File: config.mk
export PLATFORM = sky130hd
export DESIGN_NAME = memory_access
export DESIGN_NICKNAME = d
export VERILOG_FILES = /design/src/rtl/memory_access.sv
export SDC_FILE = /design/constraint.sdc
export NUM_CORES = 1
export LEC_CHECK = 0
export ABC_CLOCK_PERIOD_IN_PS = 2000
export CAP_MARGIN = 10
export CORE_ASPECT_RATIO = 0.7
export CORE_MARGIN = 3
export CORE_UTILIZATION = 41
export CTS_CLUSTER_DIAMETER = 30
export DETAILED_ROUTE_END_ITERATION = 6
export GPL_TIMING_DRIVEN = 0
export PLACE_DENSITY_LB_ADDON = 0.2
export SLEW_MARGIN = 20
export SYNTH_ARGS = -nofsm -noshare
export SYNTH_HDL_FRONTEND = slang
export SYNTH_SLANG_ARGS = --single-unit
export TNS_END_PERCENT = 1
File: constraint.sdc
create_clock -name clk -period 2 [get_ports clk]
set_input_delay 0.2 -clock clk [delete_from_list [all_inputs] [get_ports clk]]
set_output_delay 0.2 -clock clk [all_outputs]
set_load 0.02 [all_outputs]
File: src/rtl/memory_access.sv
// RV32I memory stage: issues LOAD/STORE as single pipelined Wishbone
// transfers, formats load data and hands results to writeback.
module memory_access #(
    parameter int OPCODE_WIDTH   = 11,
    parameter int LOAD_BIT       = 2,
    parameter int STORE_BIT      = 3,
    parameter int TIMEOUT_CYCLES = 255
) (
    input  logic                    clk,
    input  logic                    rst,
    input  logic                    clk_en,
    input  logic                    stall,
    input  logic                    flush,
    input  logic [OPCODE_WIDTH-1:0] execute_opcode_type,
    input  logic [2:0]              execute_funct3,
    input  logic [31:0]             execute_result,
    input  logic [31:0]             execute_rs2_data,
    input  logic [4:0]              execute_rd,
    input  logic                    execute_rd_wr_en,
    input  logic [31:0]             execute_rd_wr_data,
    output logic [4:0]              memory_rd,
    output logic                    memory_rd_wr_en,
    output logic [31:0]             memory_rd_wr_data,
    output logic [1:0]              memory_exception,
    output logic                    next_clk_en,
    output logic                    next_stall,
    output logic                    o_wb_cyc,
    output logic                    o_wb_stb,
    output logic                    o_wb_we,
    output logic [31:0]             o_wb_addr,
    output logic [31:0]             o_wb_data,
    output logic [3:0]              o_wb_sel,
    input  logic                    i_wb_ack,
    input  logic                    i_wb_stall,
    input  logic [31:0]             i_wb_data
);
    localparam logic [1:0] IDLE = 2'd0;
    localparam logic [1:0] REQ  = 2'd1;
    localparam logic [1:0] WAIT = 2'd2;
    localparam logic [1:0] DONE = 2'd3;
    localparam logic [7:0] TMO_LAST = 8'(TIMEOUT_CYCLES - 1);

    logic [1:0]  state_q, state_d;
    logic [7:0]  tcnt_q, tcnt_d;
    logic        cyc_q, cyc_d;
    logic        stb_q, stb_d;
    logic        we_q, we_d;
    logic [31:0] addr_q, addr_d;
    logic [31:0] wdat_q, wdat_d;
    logic [3:0]  sel_q, sel_d;
    logic [2:0]  f3_q, f3_d;
    logic        isld_q, isld_d;
    logic [4:0]  prd_q, prd_d;
    logic        pwen_q, pwen_d;
    logic        tmo_q, tmo_d;
    logic [31:0] rdata_q, rdata_d;
    logic [4:0]  rd_q, rd_d;
    logic        wen_q, wen_d;
    logic [31:0] res_q, res_d;
    logic [1:0]  exc_q, exc_d;
    logic        vld_q, vld_d;

    logic        is_load, is_store, misal;
    logic [1:0]  size;
    logic [3:0]  sel_c;
    logic [31:0] wdat_c;
    logic [31:0] shifted;
    logic [7:0]  byte_v;
    logic [15:0] half_v;
    logic [31:0] load_v;

    assign is_load  = execute_opcode_type[LOAD_BIT];
    assign is_store = execute_opcode_type[STORE_BIT];
    assign size     = execute_funct3[1:0];
    assign misal    = ((size == 2'b01) && execute_result[0]) ||
                      ((size == 2'b10) && (execute_result[1:0] != 2'b00));

    always_comb begin
        sel_c  = 4'b1111;
        wdat_c = execute_rs2_data;
        case (size)
            2'b00: begin
                sel_c  = 4'b0001 << execute_result[1:0];
                wdat_c = {4{execute_rs2_data[7:0]}};
            end
            2'b01: begin
                sel_c  = execute_result[1] ? 4'b1100 : 4'b0011;
                wdat_c = {2{execute_rs2_data[15:0]}};
            end
            default: ;
        endcase
    end

    // Byte/half lane selection uses the latched byte offset.
    assign shifted = rdata_q >> {addr_q[1:0], 3'b000};
    assign byte_v  = shifted[7:0];
    assign half_v  = addr_q[1] ? rdata_q[31:16] : rdata_q[15:0];

    always_comb begin
        case (f3_q)
            3'b000:  load_v = {{24{byte_v[7]}}, byte_v};
            3'b001:  load_v = {{16{half_v[15]}}, half_v};
            3'b100:  load_v = {24'd0, byte_v};
            3'b101:  load_v = {16'd0, half_v};
            default: load_v = rdata_q;
        endcase
    end

    always_comb begin
        state_d = state_q;
        tcnt_d  = tcnt_q;
        cyc_d   = cyc_q;
        stb_d   = stb_q;
        we_d    = we_q;
        addr_d  = addr_q;
        wdat_d  = wdat_q;
        sel_d   = sel_q;
        f3_d    = f3_q;
        isld_d  = isld_q;
        prd_d   = prd_q;
        pwen_d  = pwen_q;
        tmo_d   = tmo_q;
        rdata_d = rdata_q;
        rd_d    = rd_q;
        wen_d   = wen_q;
        res_d   = res_q;
        exc_d   = exc_q;
        vld_d   = vld_q;
        case (state_q)
            IDLE: begin
                if (stall) begin
                    vld_d = vld_q;
                end else if (flush || !clk_en) begin
                    vld_d = 1'b0;
                end else if ((is_load || is_store) && misal) begin
                    rd_d  = execute_rd;
                    wen_d = 1'b0;
                    res_d = execute_rd_wr_data;
                    exc_d = 2'b01;
                    vld_d = 1'b1;
                end else if (is_load || is_store) begin
                    addr_d  = execute_result;
                    wdat_d  = wdat_c;
                    sel_d   = sel_c;
                    we_d    = is_store;
                    f3_d    = execute_funct3;
                    isld_d  = is_load;
                    prd_d   = execute_rd;
                    pwen_d  = execute_rd_wr_en;
                    tmo_d   = 1'b0;
                    tcnt_d  = 8'd0;
                    cyc_d   = 1'b1;
                    stb_d   = 1'b1;
                    vld_d   = 1'b0;
                    state_d = REQ;
                end else begin
                    rd_d  = execute_rd;
                    wen_d = execute_rd_wr_en;
                    res_d = execute_rd_wr_data;
                    exc_d = 2'b00;
                    vld_d = 1'b1;
                end
            end
            REQ, WAIT: begin
                if (i_wb_ack) begin
                    rdata_d = i_wb_data;
                    cyc_d   = 1'b0;
                    stb_d   = 1'b0;
                    state_d = DONE;
                end else if (tcnt_q == TMO_LAST) begin
                    cyc_d   = 1'b0;
                    stb_d   = 1'b0;
                    tmo_d   = 1'b1;
                    state_d = DONE;
                end else begin
                    tcnt_d = tcnt_q + 8'd1;
                    if (state_q == REQ && !i_wb_stall) begin
                        stb_d   = 1'b0;
                        state_d = WAIT;
                    end
                end
            end
            DONE: begin
                tcnt_d = 8'd0;
                if (!stall) begin
                    rd_d    = prd_q;
                    wen_d   = pwen_q && isld_q && !tmo_q;
                    res_d   = load_v;
                    exc_d   = {tmo_q, 1'b0};
                    vld_d   = 1'b1;
                    state_d = IDLE;
                end
            end
            default: state_d = IDLE;
        endcase
    end

    always_ff @(posedge clk) begin
        if (rst) begin
            state_q <= IDLE;
            tcnt_q  <= '0;
            cyc_q   <= 1'b0;
            stb_q   <= 1'b0;
            we_q    <= 1'b0;
            addr_q  <= '0;
            wdat_q  <= '0;
            sel_q   <= '0;
            f3_q    <= '0;
            isld_q  <= 1'b0;
            prd_q   <= '0;
            pwen_q  <= 1'b0;
            tmo_q   <= 1'b0;
            rdata_q <= '0;
            rd_q    <= '0;
            wen_q   <= 1'b0;
            res_q   <= '0;
            exc_q   <= '0;
            vld_q   <= 1'b0;
        end else begin
            state_q <= state_d;
            tcnt_q  <= tcnt_d;
            cyc_q   <= cyc_d;
            stb_q   <= stb_d;
            we_q    <= we_d;
            addr_q  <= addr_d;
            wdat_q  <= wdat_d;
            sel_q   <= sel_d;
            f3_q    <= f3_d;
            isld_q  <= isld_d;
            prd_q   <= prd_d;
            pwen_q  <= pwen_d;
            tmo_q   <= tmo_d;
            rdata_q <= rdata_d;
            rd_q    <= rd_d;
            wen_q   <= wen_d;
            res_q   <= res_d;
            exc_q   <= exc_d;
            vld_q   <= vld_d;
        end
    end

    assign memory_rd         = rd_q;
    assign memory_rd_wr_en   = wen_q;
    assign memory_rd_wr_data = res_q;
    assign memory_exception  = exc_q;
    assign next_clk_en       = vld_q;
    assign next_stall        = (state_q != IDLE);
    assign o_wb_cyc          = cyc_q;
    assign o_wb_stb          = stb_q;
    assign o_wb_we           = we_q;
    assign o_wb_addr         = {addr_q[31:2], 2'b00};
    assign o_wb_data         = wdat_q;
    assign o_wb_sel          = sel_q;

endmodule
# Yosys cells after proc, flatten, opt, wreduce, memory -nomap -nowiden
# Cells that the tools add are included.
# Widths: inputs -> output; s select.
[totals]
regBits = 165
in_bits = 155
output_inout_bits = 113
[op_classes]
addsub = 1
eq_ne = 20
shifts = 2
n_mux = 69
bitwise_logic = 3
n_reduce_logical = 29
[ops]
columns = ["cell", "count"]
rows = [
  ["$mux 32", 5],
  ["$pmux 32 s2", 2],
  ["$pmux 32 s4", 1],
  ["$mux 8", 6],
  ["$shr 32x5->8", 1],
  ["$mux 2", 13],
  ["$mux 1", 25],
  ["$mux 5", 5],
  ["$pmux 8 s3", 1],
  ["$reduce_and 6->1", 4],
  ["$mux 16", 1],
  ["$ne 2x2->1 const B", 8],
  ["$pmux 1 s2", 5],
  ["$pmux 5 s2", 1],
  ["$reduce_and 5->1", 2],
  ["$add 8x1->8 const B", 1],
  ["$eq 8x8->1 const B", 1],
  ["$pmux 4 s2", 1],
  ["$reduce_bool 2->1", 4],
  ["$reduce_and 7->1", 1],
  ["$eq 2x2->1 const B", 3],
  ["$eq 3x3->1 const B", 2],
  ["$logic_and 1x1->1", 6],
  ["$ne 3x3->1 const B", 2],
  ["15 further kinds", 23],
]

# Logic depth before layout (Yosys ltp)
# Gate-level depths: netlist of run 1.
[logic_depth]
ltp_word = 8
ltp_mapped = 9
mapped_depth_nobuf = 7

# Worst setup path after synthesis of run 1
# OpenSTA, ideal clock, no wires.
[synth_timing]
path_type = "register -> register"
from = "register state_q[0]"
to = "register tcnt_q[4]"
setup_ps = 70
t_arrival_ps = 1906
t_required_ps = 1930
setup_slack_ps = 24
path_stages_with_launch = 10
n_path_buf = 2
period_less_slack_ps = 1976
path_cell_list = "dfxtp_1 inv_1 ha_1 buf_2 and2_1 clkbuf_1 a31oi_2 nand4_1 or3_1 a21oi_1"
[synth_via]
elab_chain_len = 4
word_cells_on_any_way = 13
[synth_lines]
columns = ["item", "line_no", "source"]
rows = [
  ["start, declared", "43", "logic [1:0] state_q, state_d;"],
  ["start signal, assigned", "220", "state_q <= state_d;"],
  ["$eq 2x1->1 / $eq 2x2->1 (equally long branches)", "129", "case (state_q)"],
  ["$reduce_or 2->1", "129", ""],
  ["$ne 2x2->1 (no source line)", "n/a", ""],
  ["$reduce_and 6->1 (no source line)", "n/a", ""],
  ["end signal, assigned", "221", "tcnt_q <= tcnt_d;"],
  ["end, declared", "44", "logic [7:0] tcnt_q, tcnt_d;"],
]
# Parallel ways exist; a longest one is shown, timed or not.
# A chain may end at the register's enable or synchronous reset.

# Final worst setup path of run 1
[layout_timing]
from = "register state_q[0]"
to = "register res_q[6] (netlist: memory_rd_wr_data[6])"
[layout_via]
elab_chain_len = 3
word_cells_on_any_way = 9
[layout_lines]
columns = ["item", "line_no", "source"]
rows = [
  ["$eq 2x2->1 / $logic_not 2->1 (equally long branches)", "129", ""],
  ["$ne 2x2->1 (no source line), or another cell as far along", "n/a", ""],
  ["$reduce_and 5->1 (no source line)", "n/a", ""],
  ["end signal, assigned", "236", "res_q <= res_d;"],
  ["end, declared", "59", "logic [31:0] res_q, res_d;"],
]
# Parallel ways exist; a longest one is shown, timed or not.

==> run summary, run 1 <==
======================================================================================
Run status                                                                finished, violations left
Violations in the final reports                                           setup timing
Required @ worst endpoint                                                      2.30 ns
Summed negative setup slack over all endpoints                              -0.2213 ns
Initial core utilization                                                        0.4272
Crit path setup slack, layout                                              -0.07182 ns
Number of buffers and inverters on the critical path                                 3
Ordered cell list for the critical path                                   inv_2, ha_2, inv_2, nor3b_4, a22oi_2, buf_2, a221oi_2, nor3_1
Synthesized area per cell                                                   7.883 um^2
Post-Route M1 WL                                                              13240 um
Storage cell area                                                         0.003306 mm^2
Actual slew at the worst max-slew pin                                        0.7311 ns
Max Root-Sink Buffers                                                                2
Post-synthesis compound-gate area fraction                                      0.2221
Path type of the worst min-delay path                                        in -> reg
Routed length per instance                                                    19.17 um
Maximum number of pins on one net before global-route repair                        17
Final weighted congestion in routability-driven placement                       0.9869
First drt pass iteration count                                                       7
Overall overflow remaining after global route                                        0
CTS buffer count                                                                    17
Main synth FF type                                                        sky130_fd_sc_hd__dfxtp_1
Setup repair after global routing missed its margin                                yes
Endpoints failing hold                                                               0
Chip Height                                                                   119.2 um
Hold buffer count at CTS                                                             0
Vias                                                                              7919
Clock Skews                                                                0.009753 ns
Critical Path Most Common Cell                                            sky130_fd_sc_hd__inv_2
Overall Power                                                                 9.083 mW
Initial antenna violation count                                                      0
Mux share of post-synthesis cell area                                          0.04552
Top area cells in the synthesized netlist                                 sky130_fd_sc_hd__dfxtp_1 44%, sky130_fd_sc_hd__nand2_1 12%, sky130_fd_sc_hd__a21oi_1 8.5%, sky130_fd_sc_hd__nor2_1 3.4%, sky130_fd_sc_hd__a211oi_1 3.3%
Adder-Cell Fraction of Synth Area                                              0.01000
Maximum net fanout on the critical path                                             10
Source-to-sink clock delay at the later pin of the worst-skew pair             0.44 ns
Clock transition at path regs                                                  0.07 ns
Drt initial violations                                                             755
Routed wl met2                                                                11250 um
Most frequently used cell type in the post-synthesis netlist              sky130_fd_sc_hd__nand2_1
Slew HR                                                                         0.5126
Number of synthesized flops with an enable pin                                       0
Count of unique library cells instantiated by Yosys                                 57
Main combinational cell family by area after synthesis                    compound AO/OA/AOI/OAI gates
Remaining DRCs                                                                       0
Final count of negative-setup-slack endpoints                                       14
Total of fill cells in the finished design                                        1562
Ratio of total power to cell area                                         821.8 mW/mm^2
Mapped Cells                                                                       952
Synth top area share                                                            0.4401
Number of standard-cell rows in the floorplan                                       40
Top layer reached by signal wires                                                 met4
Portion of the post-synthesis area used by sequential elements                  0.4401
Diodes inserted                                                                      0
Number of synthesis warnings                                                         0
Number of register bits inferred by synthesis                                      165
Setup CP Type                                                               reg -> reg
Number of global-route vias before repair                                         7246
Share of synthesized cell area in and, or, nand and nor gates                   0.2039
Core occupancy in the finished layout                                           0.6291
Cell chosen for the clock root                                            sky130_fd_sc_hd__clkbuf_16
TritonCTS clock tree                                                              done
Leakage power of the design                                                   3.830 nW
Routed Wire Length                                                            28180 um
Share of flip-flops with an asynchronous set or reset                                0
Post-synthesis instance area                                              0.007505 mm^2
H-Tree Depth                                                                         4
Clock net sink count                                                               165
Horizontal extent of the die                                                  167.7 um
Area taken by multi-input logic gates                                     0.003692 mm^2
Number of buffers added on ports                                                   254
Max-cap viol count                                                                   0
Largest delay share family, worst path                                    compound AO/OA/AOI/OAI gates
Post-synth top area cell                                                  sky130_fd_sc_hd__dfxtp_1
GR Util All Layers                                                              0.2742
Share of the cycle needed by the critical path after routing                     1.036
Xor-xnor portion of the synthesized cell area                                        0
Post-detailed-route count of antenna-violating nets                                  0
Final Max Slew Viols                                                                 0
Most numerous cell types in the synthesized netlist                       239 x sky130_fd_sc_hd__nand2_1, 165 x sky130_fd_sc_hd__dfxtp_1, 128 x sky130_fd_sc_hd__a21oi_1
Data arrival time of the critical path                                         2.37 ns
Ports placed on the boundary                                                       268
Post-detailed-placement half-perimeter wirelength                             21410 um
Final worst path period need                                                  2.072 ns
Endpoint class of the critical path                                          flip-flop
CP Launch Type                                                               flip-flop
Worst VDD drop                                                               0.5389 mV
First-pass GRT wire length                                                    42480 um
Longest individual stage delay on the worst path                               0.34 ns
Core region area                                                          0.01757 mm^2
Maximum clock frequency                                                     0.4827 GHz
Library cell contributing the largest single delay on the critical path   sky130_fd_sc_hd__dfxtp_2
Vias per std cell                                                                5.387
Detailed-routed wire length on met3                                            3355 um
Post-layout nets                                                                  1388
Die area                                                                  0.01999 mm^2
Layout area overhead                                                            47.27%
Fraction of final layout cells with drive strength greater than 1               0.1114
======================================================================================
## state kept, by name (all words and copies together) (netlist names), 2 cells and up
name and cells:
state_q 2, memory_rd_wr_data 32, o_wb_sel 4, prd_q 5
rdata_q 32, memory_exception 2, memory_rd 5, addr_q 32
f3_q 3, tcnt_q 8, o_wb_data 32
## worst paths after layout
kind,slack [ns],cells after the start,endpoint,start
setup reg to reg,-0.07,8,memory_rd_wr_data[6],state_q[0]
hold reg to reg,0.45,2,o_wb_we,o_wb_we
setup / recovery,-0.07,8,memory_rd_wr_data[6],state_q[0]
hold / removal,0.30,3,addr_q[31],execute_result[31]
## power by group
group          leakage [nW]  total [mW]  switching (mW)  internal [mW]
Combinational          2.22        2.12            1.21          0.907
Sequential             1.34        3.73           0.198           3.53
Clock                 0.269        3.23            1.44           1.79
## cells by family (layout without fill, tap and decap cells)
logic type	after synthesis	after routing
buffers and inverters	116	402
adders and majority gates	6	6
DFF	165	165
and+or+nand+nor	367	367
muxes	33	33
AOI/OAI and AO/OA	264	264
other	1	2
## worst register-to-register path, stage by stage, from the launching register on
cell,delay [ns]
sky130_fd_sc_hd__dfxtp_2,0.34
sky130_fd_sc_hd__inv_2,0.07
sky130_fd_sc_hd__ha_2,0.25
sky130_fd_sc_hd__inv_2,0.09
sky130_fd_sc_hd__nor3b_4,0.32
sky130_fd_sc_hd__a22oi_2,0.21
sky130_fd_sc_hd__buf_2,0.28
sky130_fd_sc_hd__a221oi_2,0.29
sky130_fd_sc_hd__nor3_1,0.10
## metrics by stage
step	std cells	setup slack (ns)	hold slack (ns)	area, um^2
6_report	1470	-0.07182	0.3037	11050
5_1_grt	1470	-0.1240	0.3023	11050
4_1_cts	1469	-0.07622	0.2959	10980
3_5_place_dp	1438	-0.5369	0.4467	10340
3_3_place_gp	1438	-0.4939	0.4413	10340
2_1_floorplan	953	0.02387	0.3360	7508
## cells in the final DEF (no fill, tap or decap), drive strengths merged, types with 2 or more instances in the layout
cell           count
mux2               9
or4                4
clkinv             5
or3                4
clkinvlp           4
nand3b             2
nand2b             2
conb               2
and3               2
buf               56
nand2            239
dfxtp            165
nand3              4
o21ai             34
clkbuf            69
a2111oi            2
a21oi            129
o32ai              7
mux2i             24
inv               13
clkdlybuf4s50    253
a311oi            16
ha                 6
a21o               2
nand4              5
nor3              24
o211ai            10
a31oi              2
a221oi             3
nor3b              2
a211oi            33
nor2b              4
a211o             16
o31ai              3
nor2              69
o21a               2
## per-layer routing
| layer | up-vias | global-route usage |
|---|---|---|
| met5 | - | 0 |
| met4 | 0 | 0.05212 |
| met3 | 35 | 0.1092 |
| met2 | 403 | 0.3658 |
| met1 | 3654 | 0.4141 |
| li1 | 3827 | - |
## area by class of cell
| type | count | share of cell area |
|---|---|---|
| multi-input cells | 672 | 0.3341 |
| flip-flops and latches | 165 | 0.2991 |
| repair buffers | 256 | 0.2324 |
| plain buffers | 104 | 0.05253 |
| clock buffers | 19 | 0.04098 |
| well taps | 231 | 0.02615 |
| clock inverters | 12 | 0.01098 |
| inverters | 11 | 0.003736 |
## timing repair
item                       in CTS  in global routing
pin swaps                       3                  3
buffers inserted                1                  1
setup endpoints to repair     157                153
resized for setup              24                 31
Note: power is estimated with default switching activity, not from simulation.
==> run 2: changes to the inputs <==
--- a/config.mk
+++ b/config.mk
@@ -5,7 +5,6 @@
 export SDC_FILE = /design/constraint.sdc
 export NUM_CORES = 1
 export LEC_CHECK = 0
-export ABC_CLOCK_PERIOD_IN_PS = 2000
 export CAP_MARGIN = 10
 export CORE_ASPECT_RATIO = 0.7
 export CORE_MARGIN = 3
==> results of run 2 <==
Final layout, timing and power as in run 1 (identical DEF).
